===== src/rtl/mz_seq_pkg.sv =====
// Shared types and constants for the Mach-Zehnder pulse sequencer.
// The optional repeat feature is selected with MZ_SEQ_REPEAT_EN.
package mz_seq_pkg;

  localparam int CW_DEFAULT = 16;
  localparam int RW_DEFAULT = 8;

  typedef enum logic [2:0] {
    IDLE  = 3'd0,
    DELAY = 3'd1,
    PI2_A = 3'd2,
    GAP_1 = 3'd3,
    PI    = 3'd4,
    GAP_2 = 3'd5,
    PI2_B = 3'd6
  } mz_state_t;

  localparam logic [1:0] PIDX_NONE = 2'd0;
  localparam logic [1:0] PIDX_PI2A = 2'd1;
  localparam logic [1:0] PIDX_PI   = 2'd2;
  localparam logic [1:0] PIDX_PI2B = 2'd3;

  function automatic logic [1:0] pidx_of(mz_state_t s);
    case (s)
      PI2_A:   return PIDX_PI2A;
      PI:      return PIDX_PI;
      PI2_B:   return PIDX_PI2B;
      default: return PIDX_NONE;
    endcase
  endfunction

endpackage


===== src/rtl/mz_phase_timer.sv =====
// Loadable down-counter timing one sequencer phase; expired is high at zero.
// It never wraps: the count holds at zero until the next load.
module mz_phase_timer
  import mz_seq_pkg::*;
#(
  parameter int CW = CW_DEFAULT
) (
  input  logic          clk,
  input  logic          rst_n,
  input  logic          load,
  input  logic [CW-1:0] load_val,
  output logic          expired
);

  localparam logic [CW-1:0] ONE = 1;

  logic [CW-1:0] cnt;

  always_ff @(posedge clk or negedge rst_n) begin
    if (!rst_n) begin
      cnt <= '0;
    end else if (load) begin
      cnt <= load_val;
    end else if (cnt != '0) begin
      cnt <= cnt - ONE;
    end
  end

  assign expired = (cnt == '0);

endmodule


===== src/rtl/mz_pulse_sequencer.sv =====
// pi/2 - pi - pi/2 RF gate sequencer with latched run-time durations.
// Define MZ_SEQ_REPEAT_EN to add cfg_repeat / shot_cnt multi-shot operation.
module mz_pulse_sequencer
  import mz_seq_pkg::*;
#(
  parameter int CW = CW_DEFAULT,
  parameter int RW = RW_DEFAULT
) (
  input  logic          clk,
  input  logic          rst_n,
  input  logic          trig,
  input  logic [CW-1:0] cfg_delay,
  input  logic [CW-1:0] cfg_pi2_len,
  input  logic [CW-1:0] cfg_pi_len,
  input  logic [CW-1:0] cfg_interval,
`ifdef MZ_SEQ_REPEAT_EN
  input  logic [RW-1:0] cfg_repeat,
  output logic [RW-1:0] shot_cnt,
`endif
  output logic          rf,
  output logic [1:0]    pulse_idx,
  output logic          busy,
  output logic          done,
  output logic          cfg_err
);

  localparam logic [CW-1:0] ONE   = 1;
  localparam logic [RW-1:0] ONE_R = 1;

  mz_state_t     state, state_nxt, seq_first;
  logic          start_q;
  logic [CW-1:0] sh_delay, sh_pi2, sh_pi, sh_int;
  logic [RW-1:0] rep_q, shot_q;
  logic          expired, load;
  logic [CW-1:0] load_val;
  logic          eligible, cfg_bad, start, reject, more_shots;
  logic          rf_d, busy_d, done_d;
  logic [1:0]    pidx_d;

  // trig is a level sampled every edge. It is accepted only in IDLE, with no
  // start pending and no done pulse on the output; otherwise it is dropped.
  assign eligible   = trig && (state == IDLE) && !start_q && !done;
  assign cfg_bad    = (cfg_pi2_len == '0) || (cfg_pi_len == '0);
  assign start      = eligible && !cfg_bad;
  assign reject     = eligible && cfg_bad;
  assign more_shots = (shot_q < rep_q);
  assign seq_first  = (sh_delay != '0) ? DELAY : PI2_A;

  mz_phase_timer #(.CW(CW)) u_timer (
    .clk      (clk),
    .rst_n    (rst_n),
    .load     (load),
    .load_val (load_val),
    .expired  (expired)
  );

  always_ff @(posedge clk or negedge rst_n) begin
    if (!rst_n) begin
      state    <= IDLE;
      start_q  <= 1'b0;
      sh_delay <= '0;
      sh_pi2   <= '0;
      sh_pi    <= '0;
      sh_int   <= '0;
      shot_q   <= '0;
    end else begin
      state   <= state_nxt;
      start_q <= start;
      if (start) begin
        sh_delay <= cfg_delay;
        sh_pi2   <= cfg_pi2_len;
        sh_pi    <= cfg_pi_len;
        sh_int   <= cfg_interval;
        shot_q   <= '0;
      end else if ((state == PI2_B) && expired && more_shots) begin
        shot_q <= shot_q + ONE_R;
      end
    end
  end

`ifdef MZ_SEQ_REPEAT_EN
  always_ff @(posedge clk or negedge rst_n) begin
    if (!rst_n) begin
      rep_q <= '0;
    end else if (start) begin
      rep_q <= cfg_repeat;
    end
  end
  assign shot_cnt = shot_q;
`else
  assign rep_q = '0;
`endif

  // Zero-length delay and gap phases are skipped rather than entered.
  always_comb begin
    state_nxt = state;
    case (state)
      IDLE:    if (start_q) state_nxt = seq_first;
      DELAY:   if (expired) state_nxt = PI2_A;
      PI2_A:   if (expired) state_nxt = (sh_int != '0) ? GAP_1 : PI;
      GAP_1:   if (expired) state_nxt = PI;
      PI:      if (expired) state_nxt = (sh_int != '0) ? GAP_2 : PI2_B;
      GAP_2:   if (expired) state_nxt = PI2_B;
      PI2_B:   if (expired) state_nxt = more_shots ? seq_first : IDLE;
      default: state_nxt = IDLE;
    endcase
  end

  always_comb begin
    load     = (state_nxt != state);
    load_val = '0;
    case (state_nxt)
      DELAY:         load_val = sh_delay - ONE;
      PI2_A, PI2_B:  load_val = sh_pi2 - ONE;
      PI:            load_val = sh_pi - ONE;
      GAP_1, GAP_2:  load_val = sh_int - ONE;
      default:       load_val = '0;
    endcase
  end

  // Outputs are decoded from the next state so the registered copies line
  // up with the state they describe.
  always_comb begin
    rf_d   = 1'b0;
    pidx_d = pidx_of(state_nxt);
    busy_d = (state_nxt != IDLE);
    done_d = (state == PI2_B) && (state_nxt == IDLE);
    if (pidx_d != PIDX_NONE) rf_d = 1'b1;
  end

  always_ff @(posedge clk or negedge rst_n) begin
    if (!rst_n) begin
      rf        <= 1'b0;
      pulse_idx <= PIDX_NONE;
      busy      <= 1'b0;
      done      <= 1'b0;
      cfg_err   <= 1'b0;
    end else begin
      rf        <= rf_d;
      pulse_idx <= pidx_d;
      busy      <= busy_d;
      done      <= done_d;
      cfg_err   <= reject;
    end
  end

endmodule


===== config.mk =====
export PLATFORM = sky130hd
export DESIGN_NAME = mz_pulse_sequencer
export DESIGN_NICKNAME = d
export VERILOG_FILES = /design/src/rtl/mz_seq_pkg.sv /design/src/rtl/mz_phase_timer.sv /design/src/rtl/mz_pulse_sequencer.sv
export SDC_FILE = /design/constraint.sdc
export NUM_CORES = 1
export LEC_CHECK = 0
export BUFFER_PORTS_ARGS = -buffer_cell sky130_fd_sc_hd__buf_2
export CAP_MARGIN = 20
export CORE_MARGIN = 3
export CORE_UTILIZATION = 52
export DETAILED_ROUTE_END_ITERATION = 16
export PLACE_DENSITY = 0.8
export SETUP_SLACK_MARGIN = 0.02
export SYNTH_ARGS = -nofsm -noshare
export SYNTH_HDL_FRONTEND = slang
export SYNTH_SLANG_ARGS = --single-unit

===== constraint.sdc =====
create_clock -name clk -period 3.45 [get_ports clk]
set_clock_uncertainty 0.15 [all_clocks]
set_input_delay 0.69 -clock clk [delete_from_list [all_inputs] [get_ports clk]]
set_output_delay 0.69 -clock clk [all_outputs]
set_load 0.1 [all_outputs]

==> results of run 1 <==
## flip-flops by register name (all words and copies together) (netlist names)
register / flops
sh_int: 16
rf: 1
sh_pi2: 16
cfg_err: 1
u_timer.cnt: 16
busy: 1
sh_pi: 16
state: 3
sh_delay: 16
start_q: 1
pulse_idx: 2
done: 1
## placed cells by master, fill, tap and decap left out, types with 3 or more instances in the layout
cell type	netlist	final
buf_6	3	3
nor4_4	1	3
nor4_2	3	3
buf_12	0	3
a22oi_1	6	6
a222oi_1	7	7
o21a_1	4	3
a221o_1	3	3
o211a_1	3	3
and4_1	3	3
buf_4	0	37
o22ai_1	11	11
o211ai_1	3	3
inv_2	2	4
clkbuf_8	0	9
nand2_1	205	205
xnor2_1	15	13
nand4_1	16	16
o21ai_0	7	7
nor2_1	15	14
a21oi_1	8	7
inv_1	14	12
nor4_1	16	14
buf_2	7	71
or3_4	1	3
xor2_1	10	10
nand3_1	10	8
o311a_1	4	4
dfrtp_1	90	89
or3_1	5	3
nor3_1	10	9
## cells by family after synthesis
group           after synthesis  synth area share
simple gates                306             0.299
xor+xnor                     25            0.0459
mux                           1           0.00210
fa+ha+maj                     3           0.00735
flops                        90             0.472
compound gates               79             0.134
buf+inv                      42            0.0396
## layout make-up
| cell class | count | share of cell area |
|---|---|---|
| clock buffers | 10 | 0.0216 |
| clock inverters | 6 | 0.0123 |
| inverters | 16 | 0.0102 |
| multi-input cells | 414 | 0.424 |
| flip-flops and latches | 90 | 0.382 |
| well taps | 108 | 0.0229 |
| repair buffers | 115 | 0.128 |
## power breakdown
| part | internal, mW | switching [mW] |
|---|---|---|
| Sequential | 1.53 | 0.556 |
| Combinational | 1.62 | 2.10 |
| Clock | 0.343 | 0.404 |
## routing by layer
layer	vias up	global-route usage
li1	2114	-
met1	2205	0.329
met2	244	0.454
met3	55	0.0730
met4	0	0.112
met5	-	0
## what timing repair did
item,4_1_cts,5_1_grt
hold buffers,0,0
resized for setup,4,35
setup buffers,3,9
setup endpoints to repair,9,13
pin swaps,4,21
cloned,0,0
## stage by stage
stage / power (mW) / setup TNS (ps) / hold WS, ps / cell area [µm²] / cells
floorplan: 4.05 / 0 / 244 / 4770 / 546
global placement: 4.94 / 0 / 313 / 5370 / 729
detailed placement: 5.06 / -273 / 313 / 5370 / 729
CTS: 5.90 / 0 / 334 / 5620 / 748
global route: 6.94 / -958 / 186 / 5910 / 759
finish: 6.56 / -67.3 / 159 / 5910 / 759
## critical path, delay by kind of cell (launching register included)
family	cells	cell delay (ps)
AO/OA/AOI/OAI	3	620
XOR/XNOR	1	160
buffers and inverters	2	360
flip-flops	1	430
AND/OR/NAND/NOR	5	1610
## final timing paths
| kind | to | depth (start not counted) | startpoint | slack, ps |
|---|---|---|---|---|
| min in group clk | sh_pi2[14]$_DFFE_PN0P_ | 2 | sh_pi2[14]$_DFFE_PN0P_ | 340 |
| min reg2reg | sh_pi2[14]$_DFFE_PN0P_ | 2 | sh_pi2[14]$_DFFE_PN0P_ | 340 |
| min | u_timer.cnt[3]$_DFFE_PN0P_ | 1 | rst_n | 160 |
| max reg2reg | u_timer.cnt[12]$_DFFE_PN0P_ | 11 | u_timer.cnt[14]$_DFFE_PN0P_ | -40 |
| max in group asynchronous | sh_delay[7]$_DFFE_PN0P_ | 2 | rst_n | 2370 |
| max | u_timer.cnt[12]$_DFFE_PN0P_ | 11 | u_timer.cnt[14]$_DFFE_PN0P_ | -40 |
==> results.md, run 1 <==
* CTS Root Cell: clkbuf_8
* Minimum clock period at roughly 3500 ps
* Antenna violations before repair at 0
* Leak at around 2.8 nW
* Remaining antenna violation count after routing at 0
* Final period utilization at 1.01
* HPWL after DPL at between 9 and 10 mm
* Outcome: finished with violations
* Synth area leader: dfrtp_1
* Worst EP arrival at approximately 3600 ps
* Met2 wire len at around 7.0 mm
* Area Growth Syn to Fin at 23.9%
* Peak Freq at between 200 and 300 MHz
* WS Path Type: flip-flop to flip-flop
* CTS clk-pin slew, worst paths at 90 ps
* Largest net degree at the start of global routing at 91
* Post-synth EDFFs at 0
* RD Place Congestion at approximately 0.95
* Routed wire length at between 10 and 15 mm
* Row count at 34
* Met1 Wirelength at around 5.4 mm
* Slew Limit Headroom at 0.607
* Layout Nets at 715
* Clk Latency, worst-skew pair at between 300 and 400 ps
* First-pass GRT wire length at 21.5 mm
* Synth top area share at 0.472
* Main synth FF type: dfrtp_1
* Critical-path cell list: nor4_4 > and4_4 > o22ai_4 > or3_4 > buf_6 > a222oi_1 > nand4_1 > buf_6 > nor3_4 > xnor2_1 > o22ai_1
* Top post-synthesis cells by area: dfrtp_1, nand2_1, xnor2_1, nand4_1, nor4_1
* CTS Buf Count at 9
* Slowest stage delay, CP at between 400 and 500 ps
* Max cap viols at 0
* Gr ovfl total at 0
* CP max-delay cell: or3_4
* Most frequent CP cell: buf_6
* Worst EP required at around 3500 ps
* Total number of yosys warnings at 0
* # DRC at 0
* Worst Hold Class: input port to asynchronous set/reset pin
* Gate Count Post-Synth at 546
* H-tree Lvls at 3
* Synthesis-stage register bit count at 90
* Core area at roughly 9000 µm²
* CP endpoint kind: flip-flop
* Fillers at between 600 and 700
* Max-slew violations at 0
* Worst-margin pin slew at between 500 and 600 ps
* Failing checks: setup timing
* Crit-path max FO at 7
* Number of port buffers at 72
* Routed wl met3 at about 1.3 mm
* CTS tree: done
* Die Width at around 100 µm
* Synth Cell Area at ~4800 µm²
* Vias in the first global route at ~4.4k
* Commonest cells in the netlist: nand2_1, dfrtp_1, clkbuf_1, nand4_1, nor4_1
* Post-synthesis sequential area ratio at 0.472
* Total die area at about 10000 µm²
* Clock Path Buffers at 2
* PD cells at roughly 1100 nW/µm²
* Highest Signal Layer: met4
* Post-DR wirelength/cell at between 15 and 20 µm
* Multi-input logic area at 2500 µm²
* DR vias at ~4.6k
* RSZ-0062 raised after global routing: true
* Endpoints failing setup at 4
* I/O pins at 73
* Place WS at -76.8 ps
* Initial drt markers at between 400 and 500
* DIE HEIGHT at 102 µm
* Reg area at around 2300 µm²
* Most instantiated library cell after synthesis: nand2_1
* Fin util at 0.671
* Total track usage at 0.270
* Final setup margin at -40.9 ps
* # diodes at 0
* Starting density of the core at 0.541
* Final hold vios at 0
* Syn nets at roughly 620
* Clock Sinks at 90
* Post-synthesis cell type count at 66
* Drt first pass iters at 7
* Layout cells sized above 1 at 0.263
* Worst Setup Start Kind: flip-flop
* VDD IR-drop max at around 540 µV
* Post-synthesis average cell area at about 8.7 µm²
* FFs w/ async S/R, synth at 1.00
* Via/cell ratio at 6.08
No activity file was read; power rests on OpenSTA's default activity.
==> run 2: changes to the inputs <==
Settings changed: BUFFER_PORTS_ARGS -buffer_cell sky130_fd_sc_hd__buf_2 to -buffer_cell sky130_fd_sc_hd__buf_4.
==> run 2 against run 1 <==
Effect of this change: the flow still finishes with violations (setup timing); hold slack improved by 73 ps; sequential share of layout area decreased by 0.93 points; routed wire length decreased by 0.84%; combinational power decreased by 1%; global-route usage decreased by 0.20 points; core utilization increased by 1.7 points; first-iteration DRC count increased by 3.9%; total power decreased by 2.3%; fmax increased by 0.45%; critical path depth increased by 2; design area increased by 2.6%; critical path type unchanged; highest routed layer unchanged.
==> results.md, run 2 (synthesis gave the netlist of run 1 again) <==
* Row count at 34
* PD cells at around 1100 nW/µm²
* DR vias at approximately 4.6k
* HPWL after DPL at 9.89 mm
* Vias in the first global route at about 4.3k
* Leak at between 2 and 3 nW
* DIE HEIGHT at roughly 100 µm
* Worst Setup Start Kind: flip-flop
* Slew Limit Headroom at 0.506
* Endpoints failing setup at 2
* RR Endpoint: u_timer.cnt[11]$_DFFE_PN0P_
* Initial drt markers at between 500 and 600
* Minimum clock period at between 3000 and 4000 ps
* Antenna violations before repair at 0
* Drt first pass iters at 7
* Core area at ~8800 µm²
* Layout Nets at about 720
* Fillers at 655
* Multi-input logic area at between 2000 and 2500 µm²
* Max-slew violations at 0
* Layout cells sized above 1 at 0.276
* CTS clk-pin slew, worst paths at about 90 ps
* # DRC at 0
* Critical-path cell list: inv_2 > ha_4 > nor4b_4 > and4_4 > o22ai_2 > or3_4 > buf_4 > a222oi_1 > buf_4 > nand3_1 > or3_4 > xnor2_2 > o22ai_1
* Fin util at 0.688
* Crit-path max FO at 8
* Total track usage at 0.268
* Area Growth Syn to Fin at 27.1%
* Starting density of the core at 0.541
* Clock Path Buffers at 2
* Worst path top cell family by delay: simple AND/OR/NAND/NOR gates
* Worst Reg-to-Reg Cells at 13
* Final Cell Area at between 6000 and 7000 µm²
* RR Startpoint: u_timer.cnt[0]$_DFFE_PN0P_
* Worst EP arrival at 3550 ps
* Reg area at ~2300 µm²
* Most common cell after layout, fill and taps aside: nand2_1
* CP max-delay cell: or3_4
* CTS tree: done
* Setup slack, reg-to-reg at -30 ps
* Area after DPL at ~5600 µm²
* VDD IR-drop max at about 600 µV
* Outcome: finished with violations
* Final hold vios at 0
* Slowest stage delay, CP at between 400 and 500 ps
* Die Width at about 100 µm
* Clk Latency, worst-skew pair at roughly 370 ps
* I/O pins at 73
* Gr ovfl total at 0
* Largest net degree at the start of global routing at 72
* Max cap viols at 0
* Peak Freq at 288 MHz
* Clock Sinks at 90
* Cts hold-fix bufs at 0
* CP endpoint kind: flip-flop
* Worst-margin pin slew at 742 ps
* CTS Root Cell: clkbuf_8
* Remaining antenna violation count after routing at 0
* Final period utilization at 1.01
* Worst Hold Class: input port to asynchronous set/reset pin
* # diodes at 0
* Most frequent cells in the layout: nand2_1, buf_4, dfrtp_1
* Via/cell ratio at slightly above 6
* Routed wire length at roughly 14 mm
* Failing checks: setup timing
* WS Path Type: flip-flop to flip-flop
* Number of port buffers at between 70 and 80
* Worst EP required at between 3000 and 4000 ps
* H-tree Lvls at 3
* RD Place Congestion at 0.967
* CTS Buf Count at 9
* Post-DR wirelength/cell at between 15 and 20 µm
* First-pass GRT wire length at about 21 mm
* Worst Path Buf+Inv at 3
* Final setup margin at -25.2 ps
* Total die area at slightly above 10000 µm²
* RSZ-0062 raised after global routing: true
run 2: layout make-up:
type / count / share of cell area
clock inverter: 6 / 0.00805
multi-input combinational: 414 / 0.409
timing repair buffer: 123 / 0.157
clock buffer: 10 / 0.0211
sequential: 90 / 0.372
inverter: 16 / 0.00991
tap: 108 / 0.0223
run 2: report_power, final:
group | switching (mW) | internal, mW | leakage (nW) | total, mW
Clock | 0.402 | 0.268 | 0.0795 | 0.671
Combinational | 2.03 | 1.63 | 1.67 | 3.67
Sequential | 0.536 | 1.54 | 1.12 | 2.07
run 2: worst max path at each step:
stage	from	endpoint	slack, ps	cells past startpoint
finish	u_timer.cnt[0]$_DFFE_PN0P_	u_timer.cnt[11]$_DFFE_PN0P_	-30	13
global route	u_timer.cnt[0]$_DFFE_PN0P_	u_timer.cnt[12]$_DFFE_PN0P_	-170	13
CTS	u_timer.cnt[0]$_DFFE_PN0P_	u_timer.cnt[10]$_DFFE_PN0P_	10	13
detailed placement	u_timer.cnt[0]$_DFFE_PN0P_	u_timer.cnt[11]$_DFFE_PN0P_	-50	12
global placement	u_timer.cnt[0]$_DFFE_PN0P_	u_timer.cnt[11]$_DFFE_PN0P_	120	12
floorplan	u_timer.cnt[0]$_DFFE_PN0P_	u_timer.cnt[14]$_DFFE_PN0P_	120	15
run 2: metrics by stage:
step                setup slack, ps  cells  total power, mW  hold WS [ps]  setup TNS, ps
floorplan                       120    546             4.05           244              0
global placement                117    735             5.07           314              0
detailed placement            -47.3    735             5.16           316           -169
CTS                            9.51    752             5.90           254              0
global route                   -172    767             6.79           285           -697
finish                        -25.2    767             6.41           231          -41.0
run 2: metal layers:
metal,routed length (µm),part of all wire,global-route usage
met2,6880,0.49,0.428
met3,1200,0.085,0.0523
met4,524,0.037,0.129
met5,0,0,0
met1,5500,0.39,0.352
run 2: what timing repair did:
item | in CTS | in global routing
endpoints found under the setup margin | 9 | 13
gates resized for setup | 3 | 32
setup buffers | 1 | 14
gates cloned | 0 | 0
pin swaps | 0 | 20
hold endpoints to repair | 0 | 0
